==> config.mk <==
export PLATFORM = sky130hd
export DESIGN_NAME = updi_block_writer
export DESIGN_NICKNAME = d
export VERILOG_FILES = /design/src/rtl/updi_pkg.sv /design/src/rtl/updi_block_writer.sv
export SDC_FILE = /design/constraint.sdc
export NUM_CORES = 2
export LEC_CHECK = 0
export CORE_AREA = 5 5 646 648
export CTS_BUF_LIST = sky130_fd_sc_hd__clkbuf_4
export DETAILED_ROUTE_END_ITERATION = 8
export DIE_AREA = 0 0 651 653
export SLEW_MARGIN = 20
export SYNTH_ARGS = -nofsm -noshare
export SYNTH_HDL_FRONTEND = slang
export SYNTH_SLANG_ARGS = --single-unit
==> constraint.sdc <==
create_clock -name clk -period 7.4 [get_ports clk]
set_clock_uncertainty 0.05 [all_clocks]
set_input_delay 0.74 -clock clk [delete_from_list [all_inputs] [get_ports clk]]
set_output_delay 0.74 -clock clk [all_outputs]
set_load 0.01 [all_outputs]
==> src/rtl/updi_pkg.sv <==
// Shared UPDI definitions: instruction opcodes, pointer and size field codes,
// block-writer failure causes and block-writer FSM states.
package updi_pkg;

  typedef enum logic [3:0] {
    UPDI_LDS    = 4'h0,
    UPDI_STS    = 4'h1,
    UPDI_LD     = 4'h2,
    UPDI_ST     = 4'h3,
    UPDI_LDCS   = 4'h4,
    UPDI_STCS   = 4'h5,
    UPDI_REPEAT = 4'h6,
    UPDI_KEY    = 4'h7
  } updi_instruction;

  // Pointer-access field codes for LD/ST.
  localparam logic [1:0] PTR_INDIRECT = 2'd0;
  localparam logic [1:0] PTR_INC      = 2'd1;
  localparam logic [1:0] PTR_REG      = 2'd2;

  // Operand size field codes.
  localparam logic [1:0] SIZE_BYTE = 2'd0;
  localparam logic [1:0] SIZE_WORD = 2'd1;

  typedef enum logic [1:0] {
    ERR_NONE   = 2'd0,
    ERR_LENGTH = 2'd1,
    ERR_ACK    = 2'd2
  } updi_err_code_e;

  typedef enum logic [3:0] {
    BW_IDLE,
    BW_SET_PTR,
    BW_SET_PTR_WAIT,
    BW_REPEAT,
    BW_REPEAT_WAIT,
    BW_STORE,
    BW_STORE_WAIT,
    BW_DONE,
    BW_ERROR
  } bw_state_e;

endpackage

==> src/rtl/updi_block_writer.sv <==
// Writes a block of bytes into UPDI data space: one pointer load, then
// REPEAT + ST *ptr++ bursts of at most CHUNK_BYTES bytes until the block is done.
module updi_block_writer
  import updi_pkg::*;
#(
  parameter int MAX_DATA_SIZE  = 64,
  parameter int DATA_ADDR_BITS = $clog2(MAX_DATA_SIZE),
  parameter int CHUNK_BYTES    = MAX_DATA_SIZE / 2,
  parameter int BLOCK_MAX_SIZE = 128
) (
  input  logic                      clk,
  input  logic                      rst,
  input  logic                      start,
  input  logic [15:0]               block_address,
  input  logic [7:0]                block_length,
  input  logic [7:0]                block_data [BLOCK_MAX_SIZE],
  output logic                      busy,
  output logic                      done,
  output logic                      error,
  output logic [1:0]                err_code,
  output logic                      instr_converter_en,
  output updi_instruction           instruction,
  output logic [1:0]                size_a,
  output logic [1:0]                size_b,
  output logic [1:0]                ptr,
  output logic [7:0]                data [MAX_DATA_SIZE],
  output logic [DATA_ADDR_BITS-1:0] data_len,
  output logic [MAX_DATA_SIZE-1:0]  wait_ack_after,
  output logic                      tx_start,
  input  logic                      tx_ready,
  input  logic                      ack_error
);

  localparam logic [7:0] CHUNK_N = 8'(CHUNK_BYTES);
  localparam int         BD_BITS = (BLOCK_MAX_SIZE > 1) ? $clog2(BLOCK_MAX_SIZE) : 1;

  bw_state_e      state_q, state_d;
  logic [15:0]    addr_q, addr_d;
  logic [7:0]     remaining_q, remaining_d;
  logic [7:0]     offset_q, offset_d;
  logic           armed_q, armed_d;
  logic           error_q, error_d;
  updi_err_code_e err_code_q, err_code_d;

  // Burst size from the registered count, and the size of the burst after it.
  logic [7:0] chunk_n;
  logic [7:0] rem_after;
  logic [7:0] chunk_after;

  assign chunk_n     = (remaining_q < CHUNK_N) ? remaining_q : CHUNK_N;
  assign rem_after   = remaining_q - chunk_n;
  assign chunk_after = (rem_after < CHUNK_N) ? rem_after : CHUNK_N;

  // Per-lane STORE payload: lane i carries block_data[offset+i] while i < n.
  logic [7:0]               store_byte [MAX_DATA_SIZE];
  logic [MAX_DATA_SIZE-1:0] store_mask;

  for (genvar gi = 0; gi < MAX_DATA_SIZE; gi++) begin : g_lane
    localparam logic [8:0] LANE = 9'(gi);
    logic [8:0] src_idx;
    assign src_idx         = {1'b0, offset_q} + LANE;
    assign store_mask[gi]  = (LANE < {1'b0, chunk_n});
    assign store_byte[gi]  = (store_mask[gi] && (src_idx < 9'(BLOCK_MAX_SIZE)))
                             ? block_data[src_idx[BD_BITS-1:0]] : 8'h00;
  end

  assign error    = error_q;
  assign err_code = err_code_q;

  // Next-state, counter updates and instruction fields for the current state.
  always_comb begin
    state_d            = state_q;
    addr_d             = addr_q;
    remaining_d        = remaining_q;
    offset_d           = offset_q;
    armed_d            = armed_q;
    error_d            = error_q;
    err_code_d         = err_code_q;
    busy               = (state_q != BW_IDLE);
    done               = 1'b0;
    instr_converter_en = 1'b0;
    instruction        = UPDI_ST;
    size_a             = SIZE_BYTE;
    size_b             = SIZE_BYTE;
    ptr                = PTR_INDIRECT;
    data               = '{default: 8'h00};
    data_len           = '0;
    wait_ack_after     = '0;
    tx_start           = 1'b0;

    unique case (state_q)
      BW_IDLE: begin
        if (start) begin
          addr_d      = block_address;
          error_d     = 1'b0;
          err_code_d  = ERR_NONE;
          remaining_d = '0;
          offset_d    = '0;
          if (block_length == 8'd0) begin
            state_d = BW_DONE;
          end else if ({1'b0, block_length} > 9'(BLOCK_MAX_SIZE)) begin
            state_d    = BW_ERROR;
            error_d    = 1'b1;
            err_code_d = ERR_LENGTH;
          end else begin
            state_d     = BW_SET_PTR;
            remaining_d = block_length;
          end
        end
      end

      BW_SET_PTR: begin
        instr_converter_en = 1'b1;
        ptr                = PTR_REG;
        size_b             = SIZE_WORD;
        data[0]            = addr_q[7:0];
        data[1]            = addr_q[15:8];
        data_len           = DATA_ADDR_BITS'(2);
        wait_ack_after[1]  = 1'b1;
        if (tx_ready) begin
          tx_start = 1'b1;
          armed_d  = 1'b0;
          state_d  = BW_SET_PTR_WAIT;
        end
      end

      BW_REPEAT: begin
        instr_converter_en = 1'b1;
        instruction        = UPDI_REPEAT;
        data[0]            = chunk_n - 8'd1;
        data_len           = DATA_ADDR_BITS'(1);
        if (tx_ready) begin
          tx_start = 1'b1;
          armed_d  = 1'b0;
          state_d  = BW_REPEAT_WAIT;
        end
      end

      BW_STORE: begin
        instr_converter_en = 1'b1;
        ptr                = PTR_INC;
        data               = store_byte;
        data_len           = DATA_ADDR_BITS'(chunk_n);
        wait_ack_after     = store_mask;
        if (tx_ready) begin
          tx_start = 1'b1;
          armed_d  = 1'b0;
          state_d  = BW_STORE_WAIT;
        end
      end

      BW_SET_PTR_WAIT, BW_REPEAT_WAIT, BW_STORE_WAIT: begin
        // The first wait cycle skips tx_ready, which may still show the pre-launch idle.
        if (ack_error) begin
          state_d    = BW_ERROR;
          error_d    = 1'b1;
          err_code_d = ERR_ACK;
        end else if (!armed_q) begin
          armed_d = 1'b1;
        end else if (tx_ready) begin
          if (state_q == BW_SET_PTR_WAIT) begin
            state_d = (chunk_n > 8'd1) ? BW_REPEAT : BW_STORE;
          end else if (state_q == BW_REPEAT_WAIT) begin
            state_d = BW_STORE;
          end else begin
            remaining_d = rem_after;
            offset_d    = offset_q + chunk_n;
            if (rem_after == 8'd0) begin
              state_d = BW_DONE;
            end else begin
              state_d = (chunk_after > 8'd1) ? BW_REPEAT : BW_STORE;
            end
          end
        end
      end

      BW_DONE: begin
        done    = 1'b1;
        state_d = BW_IDLE;
      end

      BW_ERROR: begin
        done    = 1'b1;
        state_d = BW_IDLE;
      end

      default: state_d = BW_IDLE;
    endcase
  end

  // State and datapath registers; rst returns to IDLE from any state.
  always_ff @(posedge clk) begin
    if (rst) begin
      state_q     <= BW_IDLE;
      addr_q      <= '0;
      remaining_q <= '0;
      offset_q    <= '0;
      armed_q     <= 1'b0;
      error_q     <= 1'b0;
      err_code_q  <= ERR_NONE;
    end else begin
      state_q     <= state_d;
      addr_q      <= addr_d;
      remaining_q <= remaining_d;
      offset_q    <= offset_d;
      armed_q     <= armed_d;
      error_q     <= error_d;
      err_code_q  <= err_code_d;
    end
  end

endmodule

# Word level (Yosys, flattened, before mapping)
# Index checks and enable logic that the tools add are counted.
# totals
register_bits	40
elab_cells	749
# op_classes
addsub	66
order_cmp	197
n_eq_ne	21
mux	316
bitwise_logic	64
reduce_logical	78
# op_table
cell	count
$bmux W8 S7	64
$mux W8	208
$lt A9 B8 Y1 const B	63
$ge A8 B8 Y1 const B	64
$not A7 Y8	64
$mux W496	1
$add A8 B6 Y9 const B	32
$lt A6 B8 Y1 const A	32
$add A8 B5 Y9 const B	16
$lt A5 B8 Y1 const A	16
$add A8 B4 Y9 const B	8
$logic_and A1 B1 Y1	64
$lt A4 B8 Y1 const A	8
$mux W62	1
$pmux W8 S2	3
$add A8 B3 Y9 const B	4
$mux W4	9
$lt A3 B8 Y1 const A	4
$pmux W8 S3	1
$ne A2 B2 Y1 const B	10
$pmux W4 S5	1
$add A8 B2 Y9 const B	2
$mux W3	6
$pmux W6 S3	1
30 further kinds	60

# Longest topological paths before layout
# logic_depth
word_depth	14
mapped_depth	19

# Worst setup path after synthesis
# Ideal clock, no wire load.
# synth_path
kind	register to output
startpoint	register offset_q[0]
endpoint	output data[484] in the netlist's numbering
arrival_time_ns	4.261
slack_ns	2.349
path_stages_with_launch	18
path_buffers	10
path_cell_list	dfxtp_1 buf_4 buf_4 buf_2 buf_4 buf_2 inv_1 ha_1 buf_2 xnor2_2 buf_6 buf_4 buf_4 buf_4 mux4_2 nand2_1 o21ai_0 a2111oi_0
# synth_rtl
element	line_no	source
start: declaration	updi_block_writer.sv:40	logic [7:0] offset_q, offset_d;
start signal: assignment	updi_block_writer.sv:205	offset_q <= offset_d;
end: declaration	updi_block_writer.sv:26	output logic [7:0] data [MAX_DATA_SIZE],

==> summary by stage <==
Outcome
The flow ran to the end, and the final reports show no timing, DRC or antenna violations.

Layout
The area growth from synthesis to layout is 28.8%. The ratio of cells with drive above 1 in the final layout is 37.1%. The net count of the finished layout is 8814. The final cell count without fillers is 13478.

Global routing
Global routing used 49.1% of the available met2 tracks. Global routing consumed, over all layers together, 34.5% of the routing resources. For this run, global-route usage on met1 was measured as 35.7%.

Entering global routing, the biggest net connects 123 pins. The initial antenna violation count is 506. The sum of overflow across all layers after global routing is 0.

In this run the most used layer during global routing was met2. The met3 track demand over resource is 18.6%. The first-pass GRT wire length is 944000 um. The number of global-route vias before repair came to 77541.

Clock network
The number of hold buffers added after CTS was 0. Clock tree synthesis selected as its root buffer the cell clkbuf_4. The setup fix buffers added after clock tree synthesis is 0.

The clock net sink count is 40. Counting the buffers created by CTS gives 5. Clock-pin slew was measured on the worst setup and hold paths at 0.19 ns. The worst-skew pair later-pin latency is 0.43 ns. The CTS H-tree depth is 2. Counting along the longest clock path gives a buffer depth of 2.

TritonCTS built the clock tree. In this run, post-CTS repair resized a total of 0 instances.

Floorplanning
From left edge to right edge, the die measures 651 um. The floorplan step defined a core boundary enclosing 411000 um^2. The floorplan has 236 rows. The total die area is 425000 um^2. The die boundary height is 653 um. During I/O placement, the number of pins put on the boundary was 1652.

Once the floorplan was initialized, standard cells occupied 18.6% of the core.

Synth
In this run, synthesis inferred 0 flip-flops with an integrated enable. The number of different library cells used by synthesis comes to 72. For this run, asynchronously set or reset flops after synthesis account for 0%. The instance count of the mapped netlist is 6673. Synthesis inferred 40 register bits. The primary flip-flop cell chosen by synthesis mapping is dfxtp_1. Summing every instance area after synthesis gives 76400 um^2.

The average instance area after synthesis is 11.4 um^2. The fraction of the yosys area taken by sequential cells is 1.05%. The yosys synthesis warning count is 0.

Critical path
The startpoint type of the worst setup path is a flop. The setup path with the least slack is of type flop to output port. The worst setup path is captured at an output port. At the worst endpoint, the arrival time is 5.99 ns.

In this run the worst path has a maximum fanout of 20. At the worst endpoint, the required time is 6.61 ns.

Power
Power spread over the standard cell area amounts to 50.8 nW/um^2. Summed over all cells, the static leakage comes to 30.4 nW. The worst IR drop on VDD is 62.8 uV.

Detailed routing
The via-per-instance ratio is 6.57. In the routed design, unresolved DRC markers number 0. In this run, the number of DRC markers left after iteration 0 of detailed routing was 17094. Dividing the detail-routed wire length by the instance count gives 57.4 um. For this run, the detailed router's first-pass iteration total came to 7.

The detailed-route wire length is 773000 um. The routed layout has 88601 vias. Once detail routing completed, the nets flagged for antenna violations numbered 0.

STA
Static timing analysis puts the maximum clock frequency at 0.147 GHz. The final hold violation count is 0. Setup repair after global routing left no endpoint under its margin. The final count of negative-setup-slack endpoints is 0. The final cycle utilization of the critical path is 91.6%. Across all setup checks in the final design, the least slack found is 0.619 ns. The setup total negative slack is 0 ns. At the pin with the least slew margin, the transition time is 1.30 ns. The max-slew violation count is 0.

Headroom to the max-slew limit came out at 12.6%. Counting I/O delays and the setup requirement, the final critical path takes 6.78 ns.

Run
Max-cap violations in this run came to 0.

Placement
Detailed placement finished with a half-perimeter wire length of 668000 um. The placed cell count is 13191. The number of buffer cells added on primary ports is 1376. The worst setup slack before clock tree synthesis is 1.45 ns.

The routability congestion estimate is 1.14.

Worst hold path
The worst hold path belongs to the class flop to flop.
[cells in the final DEF, fill, tap and decap left out, drive strengths merged, types with 40 or more instances in the layout]
cell	Yosys	final
a211oi	46	46
a21oi	292	292
a22o	48	48
a31oi	81	81
buf	755	448
clkdlybuf4s50	0	1352
conb	2	278
dfxtp	40	40
diode	0	278
inv	134	137
mux2	130	130
mux2i	508	508
mux4	2145	2145
nand2	864	864
nand3	103	103
nor2	278	278
nor3	58	58
o211ai	70	70
o21ai	165	165
o22ai	78	78
xnor2	127	127
[critical path: stages (launching register included)]
cell and delay [ns]:
dfxtp_4 0.50, inv_1 0.09, buf_4 0.28, ha_1 0.68, a21bo_2 0.42, xnor2_2 0.78
buf_12 0.30, mux4_2 0.25, nor2_1 0.04, a2111oi_0 0.91, o31a_1 0.58, clkdlybuf4s50_1 0.65
[routing by layer]
layer / wire (um) / up-vias
met5: 1660 / -
met3: 121000 / 2737
met4: 97300 / 260
met1: 237000 / 45552
li1: - / 30289
met2: 316000 / 9763
[state kept, by name, summed over array words and instances, names as in the netlist]
signal	count
addr_q	16
armed_q	1
err_code	2
error	1
offset_q	8
remaining_q	8
state_q	4
[cells in the mapped netlist (39+ instances only)]
cell type  count  share of area [%]
a31oi_1       81               0.66
nor2_1       278                1.4
xnor2_1      123                1.4
o211ai_1      70               0.69
nand3_1      103               0.67
a32o_1        39               0.51
buf_1        124               0.61
a21oi_1      292                1.9
nor3_1        57               0.37
o22ai_1       78               0.64
clkbuf_1     276                1.4
o21ai_0      162                1.1
a22o_1        48               0.55
dfxtp_1       40                1.0
mux4_2      2145                 63
mux2_2       130                1.9
nand2_1      864                4.2
inv_1        132               0.65
buf_4        335                3.3
buf_2        292                1.9
a211oi_1      46               0.45
mux2i_1      508                6.7
[layout make-up]
class / count / area [um^2]
antenna: 278 / 696
clock buffer: 5 / 37.5
clock inverter: 3 / 45.0
fill: 43629 / 313000
inverter: 137 / 526
multi-input combinational: 5741 / 71600
sequential: 40 / 826
tap: 5474 / 6850
timing repair buffer: 1800 / 17900
[per-stage QoR]
| step | cell area [um^2] | hold slack (ns) | power, mW | utilization [%] |
|---|---|---|---|---|
| floorplan | 77400 | 0.384 | 2.22 | - |
| global route | 98100 | 0.454 | 4.94 | 23.9 |
| CTS | 97700 | 0.420 | 4.71 | 23.8 |
| detailed placement | 97600 | 0.398 | 4.49 | 23.7 |
| finish | 98400 | 0.419 | 5.00 | 23.9 |
| global placement | 97500 | 0.398 | 4.48 | 23.7 |
[report_power, final]
part | internal (mW) | switching [mW]
Combinational | 1.76 | 2.77
Sequential | 0.234 | 0.0464
Clock | 0.0727 | 0.121
Total | 2.06 | 2.94
[logic make-up (layout without fill, tap and decap cells)]
group | Yosys count | after routing | share of synthesized area, %
AOI/OAI and AO/OA | 1045 | 1045 | 9.01
xor gates and xnor gates | 135 | 135 | 1.60
adders and majority gates | 36 | 36 | 0.599
buffers and inverters | 1168 | 1945 | 7.90
DFF | 40 | 40 | 1.05
muxes | 2783 | 2783 | 71.8
other | 2 | 556 | 0.00983
and+or+nand+nor | 1464 | 1464 | 8.03
[final timing paths]
kind	start	endpoint	slack (ns)	cells past startpoint
min	error	error	0.42	2
max reg2reg	offset_q[1]	offset_q[7]	3.55	10
min reg2reg	error	error	0.42	2
max	offset_q[1]	data[261]	0.62	11
(Power assumes the default switching activity.)
